$ cat src/rtl/picomips_ctrl_if.sv
// Control/datapath bundle between the picoMIPS controller and its program memory, ALU and regfile.
// The master modport is the controller side.
interface picomips_ctrl_if #(
  parameter int unsigned n   = 8,
  parameter int unsigned pcw = 6
);
  logic [19:0]    instr;
  logic [2:0]     flags;
  logic [pcw-1:0] pc;
  logic [2:0]     func;
  logic [2:0]     rd_addr;
  logic [2:0]     rs_addr;
  logic [n-1:0]   imm;
  logic           imm_sel;
  logic           w_en;
  logic           halt;

  modport master (
    input  instr, flags,
    output pc, func, rd_addr, rs_addr, imm, imm_sel, w_en, halt
  );

  modport slave (
    output instr, flags,
    input  pc, func, rd_addr, rs_addr, imm, imm_sel, w_en, halt
  );
endinterface

$ cat src/rtl/picomips_ctrl.sv
// picoMIPS controller: two-cycle FETCH/EXEC sequencer with instruction and flag registers.
// It decodes ALU controls and resolves branches against the previously stored flags.
module picomips_ctrl #(
  parameter int unsigned n   = 8,
  parameter int unsigned pcw = 6
) (
  input logic              clk,
  input logic              nReset,
  picomips_ctrl_if.master  bus
);

  typedef enum logic [1:0] {StFetch, StExec, StHalted} state_e;

  typedef enum logic [2:0] {
    AluRa, AluRb, AluAdd, AluSub, AluAnd, AluOr, AluXor, AluNor
  } alu_e;

  localparam logic [3:0] OpNop  = 4'h0;
  localparam logic [3:0] OpAdd  = 4'h1;
  localparam logic [3:0] OpSub  = 4'h2;
  localparam logic [3:0] OpAnd  = 4'h3;
  localparam logic [3:0] OpOr   = 4'h4;
  localparam logic [3:0] OpXor  = 4'h5;
  localparam logic [3:0] OpNor  = 4'h6;
  localparam logic [3:0] OpMov  = 4'h7;
  localparam logic [3:0] OpAddi = 4'h8;
  localparam logic [3:0] OpSubi = 4'h9;
  localparam logic [3:0] OpBeq  = 4'hA;
  localparam logic [3:0] OpBne  = 4'hB;
  localparam logic [3:0] OpJmp  = 4'hC;
  localparam logic [3:0] OpHalt = 4'hF;

  state_e         state_q, state_d;
  logic [pcw-1:0] pc_q, pc_d;
  logic [19:0]    ir_q, ir_d;
  logic [2:0]     f_q, f_d;
  logic           halt_q, halt_d;

  logic [3:0]     op;
  logic [pcw-1:0] target;
  logic [pcw-1:0] pc_inc;
  logic           alu_op;
  alu_e           func;
  logic           imm_sel;
  logic           unused_ir;

  assign op        = ir_q[19:16];
  assign target    = pcw'(ir_q[7:0]);
  assign pc_inc    = pc_q + pcw'(1);
  assign alu_op    = (op >= OpAdd) && (op <= OpSubi);
  assign unused_ir = ^ir_q[9:8];

  always_comb begin
    state_d = state_q;
    pc_d    = pc_q;
    ir_d    = ir_q;
    f_d     = f_q;
    halt_d  = halt_q;
    func    = AluRa;
    imm_sel = 1'b0;

    unique case (state_q)
      StFetch: begin
        ir_d    = bus.instr;
        state_d = StExec;
      end
      StExec: begin
        state_d = StFetch;
        pc_d    = pc_inc;
        if (alu_op) f_d = bus.flags;
        case (op)
          OpAdd:   func = AluAdd;
          OpSub:   func = AluSub;
          OpAnd:   func = AluAnd;
          OpOr:    func = AluOr;
          OpXor:   func = AluXor;
          OpNor:   func = AluNor;
          OpMov:   func = AluRb;
          OpAddi:  begin func = AluAdd; imm_sel = 1'b1; end
          OpSubi:  begin func = AluSub; imm_sel = 1'b1; end
          // Branches use f_q: the flags stored by the last ALU instruction.
          OpBeq:   if (f_q[0])  pc_d = target;
          OpBne:   if (!f_q[0]) pc_d = target;
          OpJmp:   pc_d = target;
          OpHalt:  begin
            pc_d    = pc_q;
            state_d = StHalted;
            halt_d  = 1'b1;
          end
          default: ;
        endcase
      end
      StHalted: ;
      default:  state_d = StFetch;
    endcase
  end

  always_ff @(posedge clk or negedge nReset) begin
    if (!nReset) begin
      state_q <= StFetch;
      pc_q    <= '0;
      ir_q    <= '0;
      f_q     <= '0;
      halt_q  <= 1'b0;
    end else begin
      state_q <= state_d;
      pc_q    <= pc_d;
      ir_q    <= ir_d;
      f_q     <= f_d;
      halt_q  <= halt_d;
    end
  end

  assign bus.pc      = pc_q;
  assign bus.func    = func;
  assign bus.rd_addr = ir_q[15:13];
  assign bus.rs_addr = ir_q[12:10];
  assign bus.imm     = n'(ir_q[7:0]);
  assign bus.imm_sel = imm_sel;
  assign bus.w_en    = (state_q == StExec) && alu_op;
  assign bus.halt    = halt_q;

endmodule

$ cat src/flat_wrapper.sv
// flat-port wrapper written by rule: the top's interface ports become plain ports
module picomips_ctrl_flat 
#(
  parameter int unsigned n   = 8,
  parameter int unsigned pcw = 6
)
  (clk, nReset, bus_instr, bus_flags, bus_pc, bus_func, bus_rd_addr, bus_rs_addr, bus_imm, bus_imm_sel, bus_w_en, bus_halt);
  picomips_ctrl_if #(.n(n), .pcw(pcw)) bus_i ();
  input logic clk;
  input logic nReset;
  input wire logic [$bits(bus_i.instr)-1:0] bus_instr;
  input wire logic [$bits(bus_i.flags)-1:0] bus_flags;
  output wire logic [$bits(bus_i.pc)-1:0] bus_pc;
  output wire logic [$bits(bus_i.func)-1:0] bus_func;
  output wire logic [$bits(bus_i.rd_addr)-1:0] bus_rd_addr;
  output wire logic [$bits(bus_i.rs_addr)-1:0] bus_rs_addr;
  output wire logic [$bits(bus_i.imm)-1:0] bus_imm;
  output wire logic [$bits(bus_i.imm_sel)-1:0] bus_imm_sel;
  output wire logic [$bits(bus_i.w_en)-1:0] bus_w_en;
  output wire logic [$bits(bus_i.halt)-1:0] bus_halt;
  assign bus_i.instr = bus_instr;
  assign bus_i.flags = bus_flags;
  assign bus_pc = bus_i.pc;
  assign bus_func = bus_i.func;
  assign bus_rd_addr = bus_i.rd_addr;
  assign bus_rs_addr = bus_i.rs_addr;
  assign bus_imm = bus_i.imm;
  assign bus_imm_sel = bus_i.imm_sel;
  assign bus_w_en = bus_i.w_en;
  assign bus_halt = bus_i.halt;
  picomips_ctrl #(.n(n), .pcw(pcw)) u_core (.clk(clk), .nReset(nReset), .bus(bus_i));
endmodule
$ cat config.mk
export PLATFORM = sky130hd
export DESIGN_NAME = picomips_ctrl_flat
export DESIGN_NICKNAME = d
export VERILOG_FILES = /design/src/rtl/picomips_ctrl_if.sv /design/src/rtl/picomips_ctrl.sv /design/src/flat_wrapper.sv
export SDC_FILE = /design/constraint.sdc
export NUM_CORES = 1
export LEC_CHECK = 0
export BUFFER_PORTS_ARGS = -buffer_cell sky130_fd_sc_hd__buf_2
export CORE_MARGIN = 8
export CORE_UTILIZATION = 40
export CTS_BUF_LIST = sky130_fd_sc_hd__clkbuf_16
export CTS_CLUSTER_DIAMETER = 30
export DETAILED_ROUTE_END_ITERATION = 10
export GPL_ROUTABILITY_DRIVEN = 0
export PLACE_DENSITY = 0.79
export RECOVER_POWER = 100
export SKIP_LAST_GASP = 1
export SLEW_MARGIN = 25
export SYNTH_ARGS = -nofsm -noshare
export SYNTH_HDL_FRONTEND = slang
export SYNTH_SLANG_ARGS = --single-unit
$ cat constraint.sdc
create_clock -name clk -period 1.6 [get_ports clk]
set_input_delay 0 -clock clk [delete_from_list [all_inputs] [get_ports clk]]
set_output_delay 0 -clock clk [all_outputs]
set_load 0.03 [all_outputs]
Word level (Yosys, flattened, before mapping):

Cells that the tools add are included.

* bits in registers: 30
* input bits: 25
* output and inout port bits: 26
* logic and storage cells: 42

* add/sub/neg operators: 1
* $lt $le $gt $ge: 2
* equal/unequal tests: 15
* mux-type cells: 9
* bitwise operators: 1
* reductions and logical operators: 9

Operator list (number)
* $eq 4x4->1 const B: 6
* $pmux 6 s4: 1
* $pmux 3 s7: 1
* $eq 4x3->1 const B: 4
* $mux 6: 2
* $eq 4x2->1 const B: 2
* $add 6x1->6 const B: 1
* $pmux 2 s3: 1
* $reduce_and 2->1: 3
* $reduce_or 2->1: 3
* $eq 4x1->1 const B: 1
* $ge 4x1->1 const B: 1
* $le 4x4->1 const B: 1
* $mux 3: 1
* $eq 2x1->1 const B: 1
* $eq 2x2->1 const B: 1
* $logic_and 1x1->1: 2
* $logic_not 2->1: 1
* $mux 1: 2
* $mux 2: 1
* $not 1->1: 1

Logic depth before layout (Yosys ltp):

Gate-level depths: netlist of the first run.

* depth in word-level cells: 4
* mapped depth: 6
* gate-level depth less buffers: 5

Worst setup path after synthesis of the first run:

OpenSTA, ideal clock, no wires.

* path type: register -> register
* start point: register u_core.ir_q[16]
* end point: register u_core.f_q[0]
* setup time: 0.125 ns
* arrival time: 1.418 ns
* data required time: 1.475 ns
* path slack: 0.058 ns
* stages on the path, launching flop included: 5
* buffers on the path: 1
* clock period less this slack: 1.542 ns
* path through: dfrtp_1 -> buf_6 -> or4_1 -> nand3_2 -> mux2_2

* longest elaborated chain between the ends: 3
* elaborated cells between the ends (all ways): 4
* those cells by class: 2 x order compare; 2 x reduce/logical

RTL lines
* start: declaration: RTL line picomips_ctrl.sv:35 `logic [19:0] ir_q, ir_d;`
* start signal: assignment: RTL line picomips_ctrl.sv:108 `ir_q <= ir_d;`
* $ge 4x1->1 or $le 4x4->1 (tied branches): RTL line picomips_ctrl.sv:50 `assign alu_op = (op >= OpAdd) && (op <= OpSubi);`
* $logic_and 1x1->1 (*): RTL line picomips_ctrl.sv:50
* $reduce_and 2->1 (no source line) (*)
* end signal: assignment: RTL line picomips_ctrl.sv:103 `f_q <= '0;`
* end signal: assignment: RTL line picomips_ctrl.sv:109 `f_q <= f_d;`
* end: declaration: RTL line picomips_ctrl.sv:36 `logic [2:0] f_q, f_d;`

Mark *: on every way between the ends. The rest lies on a longest branch, timed or not.
A chain may end at the register's enable or synchronous reset.

Worst setup path after layout of the first run:

* start point: register u_core.ir_q[17]
* end point: register u_core.f_q[0]

The elaborated chain is that of the path after synthesis.

==> impl_results.md, run 1 <==
* Final Instance Count excl. Fillers at 241
* Pwr Density at 2360 mW/mm^2
* Gr usage total at 11.8%
* Startpoint types: flop
* Cell Rows at 22
* Max Cap Viol at 0
* Most common cell after layout, fill and taps aside: dfrtp_1
* FF+latch count, synth at 28
* RSZ-0062 raised after global routing: true
* Fin crit period at 1570 ps
* Synth Instances at 133
* Sink Count at 28
* Worst path slowest cell: or4_4
* Primary FF master, synth: dfrtp_1
* # nets final at 220
* Crit-path max cell delay at 540 ps
* Final Hold Viols at 0
* CTS root buf: clkbuf_16
* Slew margin rel. at 55.1%
* Core ar. at 0.00358 mm^2
* Peak VDD IR at 0.00123 V
* DRT iter0 DRCs at 51
* Min Hold Slack at 300 ps
* Most frequent cells in the layout: dfrtp_1, buf_2, clkbuf_1
* Die height at 76.5 um
* Clock Skew at 1.91 ps
* Starting density of the core at 40.9%
* Crit Path Category: reg2reg
* I/O pins at 51
* Final period utilization at 98.4%
* Sequential share of power at 29.1%
* Power Internal at 2.48 mW
* Vias in the first global route at 1227
* Cell area after synthesis at 0.00146 mm^2
* Status: complete, no violations
* First-pass GRT wire length at 5.81 mm
* Placed cells at 214
* Seq/Total Area, Yosys at 47.9%
* Place WS at 100 ps
* Vias/cell at 4.78
* Antenna Diode Count at 0
* Routed WL at 3.35 mm
* H-tree depth at 1
* Full die area at 0.00585 mm^2
* Dpl hpwl at 2.31 mm
* Min-Delay Path Class: in2async
* CP cell instances: or4_4 -> nand3_2 -> buf_4 -> mux2_2
* Post-synth EDFFs at 0
* Worst skew pair latency at 260 ps
* Slew Limit Fails at 0
* Distinct cells, synth at 30
* P&R area growth vs syn at 34.2%
* Mapped Nets at 159
* TritonRoute pass-1 iters at 4
* FF-to-FF setup slack at 30 ps
* Wire per inst at 13.9 um
* Static Leak at 0.877 nW
* Total CTS buffers at 3
* Layout cells sized above 1 at 33.2%
* Final setup violation count at 0
* Overflow after GRT at 0
* Vias at 1153
* Clock Power Share at 12.2%
* P_sw at 2.15 mW
* Power share of the combinational group at 58.7%
* Yosys warning count at 0
* Die W at 76.5 um
* Critical Path Start: u_core.ir_q[17]
* FF-to-FF Start: u_core.ir_q[17]
* Deepest clock path buffer count at 2
* DR DRC count at 0
* Arrival time at the worst endpoint at 1720 ps
* Ys async rst share at 100%
* Largest net degree at the start of global routing at 29
* Max Clk Rate at 635 MHz
* Port Buffers at 46
* Switching Share at 46.5%
* Critical path peak fanout at 4
* Initial antenna violation count at 0
* Crit end category: flop
* Worst Path Required at 1750 ps
* Syn Area/Cell at 11.0 um^2
* Slew @ Worst Pin at 674 ps
* Routed Antenna Nets at 0
* Worst Setup Slack, final at 25.5 ps
* Clk slew on worst S/H paths at 70 ps
* CTS tree: yes
routing by layer:
| layer | vias up | global-route usage, % | routed length (um) | share of wire, % |
|---|---|---|---|---|
| li1 | 568 | - | - | - |
| met1 | 549 | 14.9 | 1570 | 47 |
| met2 | 34 | 18.9 | 1590 | 47 |
| met3 | 2 | 3.66 | 169 | 5.1 |
| met4 | 0 | 2.88 | 25 | 0.75 |
| met5 | - | 0 | 0 | 0 |
area by class of cell:
class	count	area [um^2]
clock inverter	1	3.75
sequential	28	702
clock buffer	3	75.1
timing repair buffer	78	504
fill	333	1610
inverter	7	26.3
multi-input combinational	76	593
tap	48	60.1
per-stage QoR:
| stage | utilization (%) | TNS (ps) | area (um^2) | power [mW] |
|---|---|---|---|---|
| 4_1_cts | 54.6 | 0 | 1950 | 4.63 |
| 5_1_grt | 54.9 | -64.5 | 1960 | 4.98 |
| 3_3_place_gp | 46.3 | 0 | 1660 | 3.89 |
| 3_5_place_dp | 46.3 | 0 | 1660 | 3.96 |
| 2_1_floorplan | - | 0 | 1460 | 3.52 |
| 6_report | 54.9 | 0 | 1960 | 4.64 |
power by group through the flow:
stage                     combinational, mW  sequential, mW  clock (mW)
final                                  2.72            1.35       0.567
after global routing                   2.96            1.41       0.614
after CTS                              2.71            1.34       0.580
after detailed placement               2.62            1.35           0
after global placement                 2.56            1.33           0
after floorplan                        2.08            1.45           0
worst paths after layout:
path | to | cells past startpoint
worst max-delay path | u_core.f_q[0] | 4
min in group clk | u_core.bus.halt | 1
worst max register to register | u_core.f_q[0] | 4
worst min-delay path | u_core.ir_q[10] | 2
max in group asynchronous | u_core.ir_q[18] | 2
worst min register to register | u_core.bus.halt | 1
sequential cells by signal, indices dropped and copies added, names as in the netlist:
name,flops
u_core.state_q,2
u_core.f_q,1
u_core.bus.halt,1
u_core.ir_q,18
u_core.bus.pc,6
cells by family after synthesis:
logic type      count (synthesis)  synth area share (%)
compound gates                 20                  8.63
xor+xnor                        2                  1.20
fa+ha+maj                       2                  1.54
buf+inv                        29                  13.0
flops                          28                  47.9
mux                            22                  16.5
simple gates                   30                  11.3
Yosys cell counts (2+ instances only):
cell type   n  area, um^2
dfrtp_1    28         701
mux2_2     17         191
buf_4      14         105
o21ai_0    11        55.1
nand2_1     8        30.0
inv_1       7        26.3
nor2_1      6        22.5
a22oi_1     5        37.5
buf_2       5        25.0
mux2i_1     5        50.1
buf_6       3        33.8
nand2b_1    3        18.8
and3_1      2        12.5
nand4_1     2        12.5
nor3_1      2        10.0
repair_timing:
item,CTS,global route
hold buffers,20,0
setup endpoints to repair,3,8
pin swaps,1,2
resized for setup,3,6
endpoints found under the hold margin,47,0
buffers inserted,2,1
cloned,0,1
critical path, delay by kind of cell, from the launching register on:
| family | cells | cell delay, ps |
|---|---|---|
| mux | 1 | 310 |
| simple gates | 2 | 660 |
| buf+inv | 1 | 120 |
| flops | 1 | 380 |
Note: power is estimated with default switching activity, not from simulation.
==> run 2: changes to the inputs <==
--- a/config.mk
+++ b/config.mk
@@ -7,12 +7,12 @@
 export LEC_CHECK = 0
 export BUFFER_PORTS_ARGS = -buffer_cell sky130_fd_sc_hd__buf_2
 export CORE_MARGIN = 8
-export CORE_UTILIZATION = 40
+export CORE_UTILIZATION = 44
 export CTS_BUF_LIST = sky130_fd_sc_hd__clkbuf_16
 export CTS_CLUSTER_DIAMETER = 30
 export DETAILED_ROUTE_END_ITERATION = 10
 export GPL_ROUTABILITY_DRIVEN = 0
-export PLACE_DENSITY = 0.79
+export PLACE_DENSITY = 0.85
 export RECOVER_POWER = 100
 export SKIP_LAST_GASP = 1
 export SLEW_MARGIN = 25
==> run 2 against run 1 <==
Clock power fell by 3%. Cell count fell by 3.7%. Setup slack improved by 12 ps. Via count fell by 1.6%. Final area fell by 2.5%. Non-clock buffer count fell by 6. First-iteration DRC count rose by 35%. Highest routed layer unchanged. Critical path type is now reg2out. Critical path depth did not move. Utilization rose by 3.9 points.
==> impl_results.md, run 2 (same netlist as run 1, synthesis figures left out) <==
* Status: complete, no violations
* Die height at 73.7 um
* Min-Delay Path Class: in2async
* CTS tree: yes
* Initial antenna violation count at 0
* Met2 wire len at 1.93 mm
* Slew @ Worst Pin at 709 ps
* Placed cells at 208
* WL met1 at 1.30 mm
* Vias in the first global route at 1197
* Register cell area after layout at 702 um^2
* H-tree depth at 1
* Crit end category: primary output
* Final setup violation count at 0
* Port Buffers at 46
* Crit Path Category: reg2out
* R2R depth at 6
* Sink Count at 28
* Final Instance Count excl. Fillers at 232
* Final Hold Viols at 0
* FF-to-FF Start: u_core.ir_q[17]
* Multi-input gate area at 598 um^2
* I/O pins at 51
* Reg with most FFs: u_core.ir_q
* RSZ-0062 raised after global routing: true
* Slew Limit Fails at 0
* Met3 routed WL at 153 um
* Cell Rows at 21
* Routed WL at 3.44 mm
* Vias at 1135
* DR DRC count at 0
* Peak VDD IR at 0.000976 V
* Core ar. at 0.00326 mm^2
* P&R area growth vs syn at 30.9%
* Deepest clock path buffer count at 2
* Fin crit period at 1560 ps
* Largest register FFs at 18
* Die W at 73.7 um
* Worst path slowest cell: dfrtp_1
* Cell depth of the worst setup path at 4
* Post-CTS Setup Inserts at 0
* Min Hold Slack at 326 ps
* CTS root buf: clkbuf_16
* Place WS at 88.1 ps
* Full die area at 0.00543 mm^2
* Starting density of the core at 44.9%
* Worst setup path end: bus_func[0]
* Max Cap Viol at 0
* Most frequent cells in the layout: dfrtp_1, clkbuf_1, dlygate4sd3_1, buf_2, mux2_2
* Critical path peak fanout at 9
* Slew margin rel. at 52.7%
* Wire per inst at 14.8 um
* Buf+Inv Stages, Crit Path at 1
* Crit-path max cell delay at 510 ps
* Antenna Diode Count at 0
* Most common cell after layout, fill and taps aside: dfrtp_1
* Dpl hpwl at 2.23 mm
* Static Leak at 0.840 nW
* Layout cells sized above 1 at 31.2%
* CP cell instances: or4_4 -> nand3_4 -> nor2_1 -> buf_4
* Setup TNS at 0 ps
* Max Clk Rate at 640 MHz
* Vias/cell at 4.89
* Total CTS buffers at 3
* Clock Skew at 2.15 ps
* # nets final at 214
* Arrival time at the worst endpoint at 1560 ps
* Largest net degree at the start of global routing at 29
* DRT iter0 DRCs at 69
* First-pass GRT wire length at 5.50 mm
* Worst Setup Slack, final at 37.9 ps
* Final total power at 4.52 mW
* Fillcell total at 286
* Clk slew on worst S/H paths at 60 ps
* Top Layer Used: met4
* Critical Path Start: u_core.ir_q[18]
* Pwr Density at 2360 mW/mm^2
* Worst Path Required at 1600 ps
* Delay-heaviest family, CP: simple AND/OR/NAND/NOR gates
* Worst skew pair latency at 260 ps
* TritonRoute pass-1 iters at 4
* Overflow after GRT at 0
* Gr usage total at 13.0%
* R2r endpoint: u_core.bus.pc[2]
* Routed Antenna Nets at 0
* Final period utilization at 97.6%
* Startpoint types: flop
* FF-to-FF setup slack at 60 ps
[run 2: what timing repair did]
| item | 4_1_cts | 5_1_grt |
|---|---|---|
| endpoints found under the setup margin | 1 | 5 |
| resized for setup | 2 | 9 |
| endpoints found under the hold margin | 47 | 0 |
| hold buffers | 20 | 0 |
| pin swaps | 0 | 2 |
| cloned | 0 | 1 |
[run 2: how the worst min path moves through the flow]
stage / from / end / slack [ps] / cells after the start
after CTS: nReset / u_core.ir_q[13] / 320 / 2
after global routing: nReset / u_core.ir_q[6] / 390 / 2
after global placement: nReset / u_core.ir_q[13] / 50 / 1
after detailed placement: nReset / u_core.ir_q[13] / 50 / 1
final: nReset / u_core.ir_q[6] / 330 / 2
after floorplan: nReset / u_core.bus.halt / -300 / 0
[run 2: cell type report]
class / instances / share of cell area (%)
flip-flops and latches: 28 / 36.6
multi-input cells: 76 / 31.2
repair buffers: 72 / 23.8
clock buffers: 3 / 3.92
well taps: 46 / 3.00
inverters: 7 / 1.37
[run 2: layer usage]
layer | global-route usage, % | vias up
li1 | - | 557
met1 | 12.5 | 547
met2 | 25.0 | 25
met3 | 2.59 | 6
met4 | 6.65 | 0
met5 | 0 | -
[run 2: where the power goes]
part,leakage [nW],switching (mW),internal (mW),total [mW]
registers,0.325,0.316,1.08,1.39
clock network,0.0370,0.221,0.331,0.552
logic,0.478,1.61,0.970,2.58
total,0.840,2.14,2.38,4.52
[run 2: metrics by stage]
stage,util [%],instance area [um^2]
final,58.8,1920
after floorplan,-,1460
after global placement,50.3,1640
after global routing,58.8,1920
after CTS,58.9,1920
after detailed placement,50.3,1640
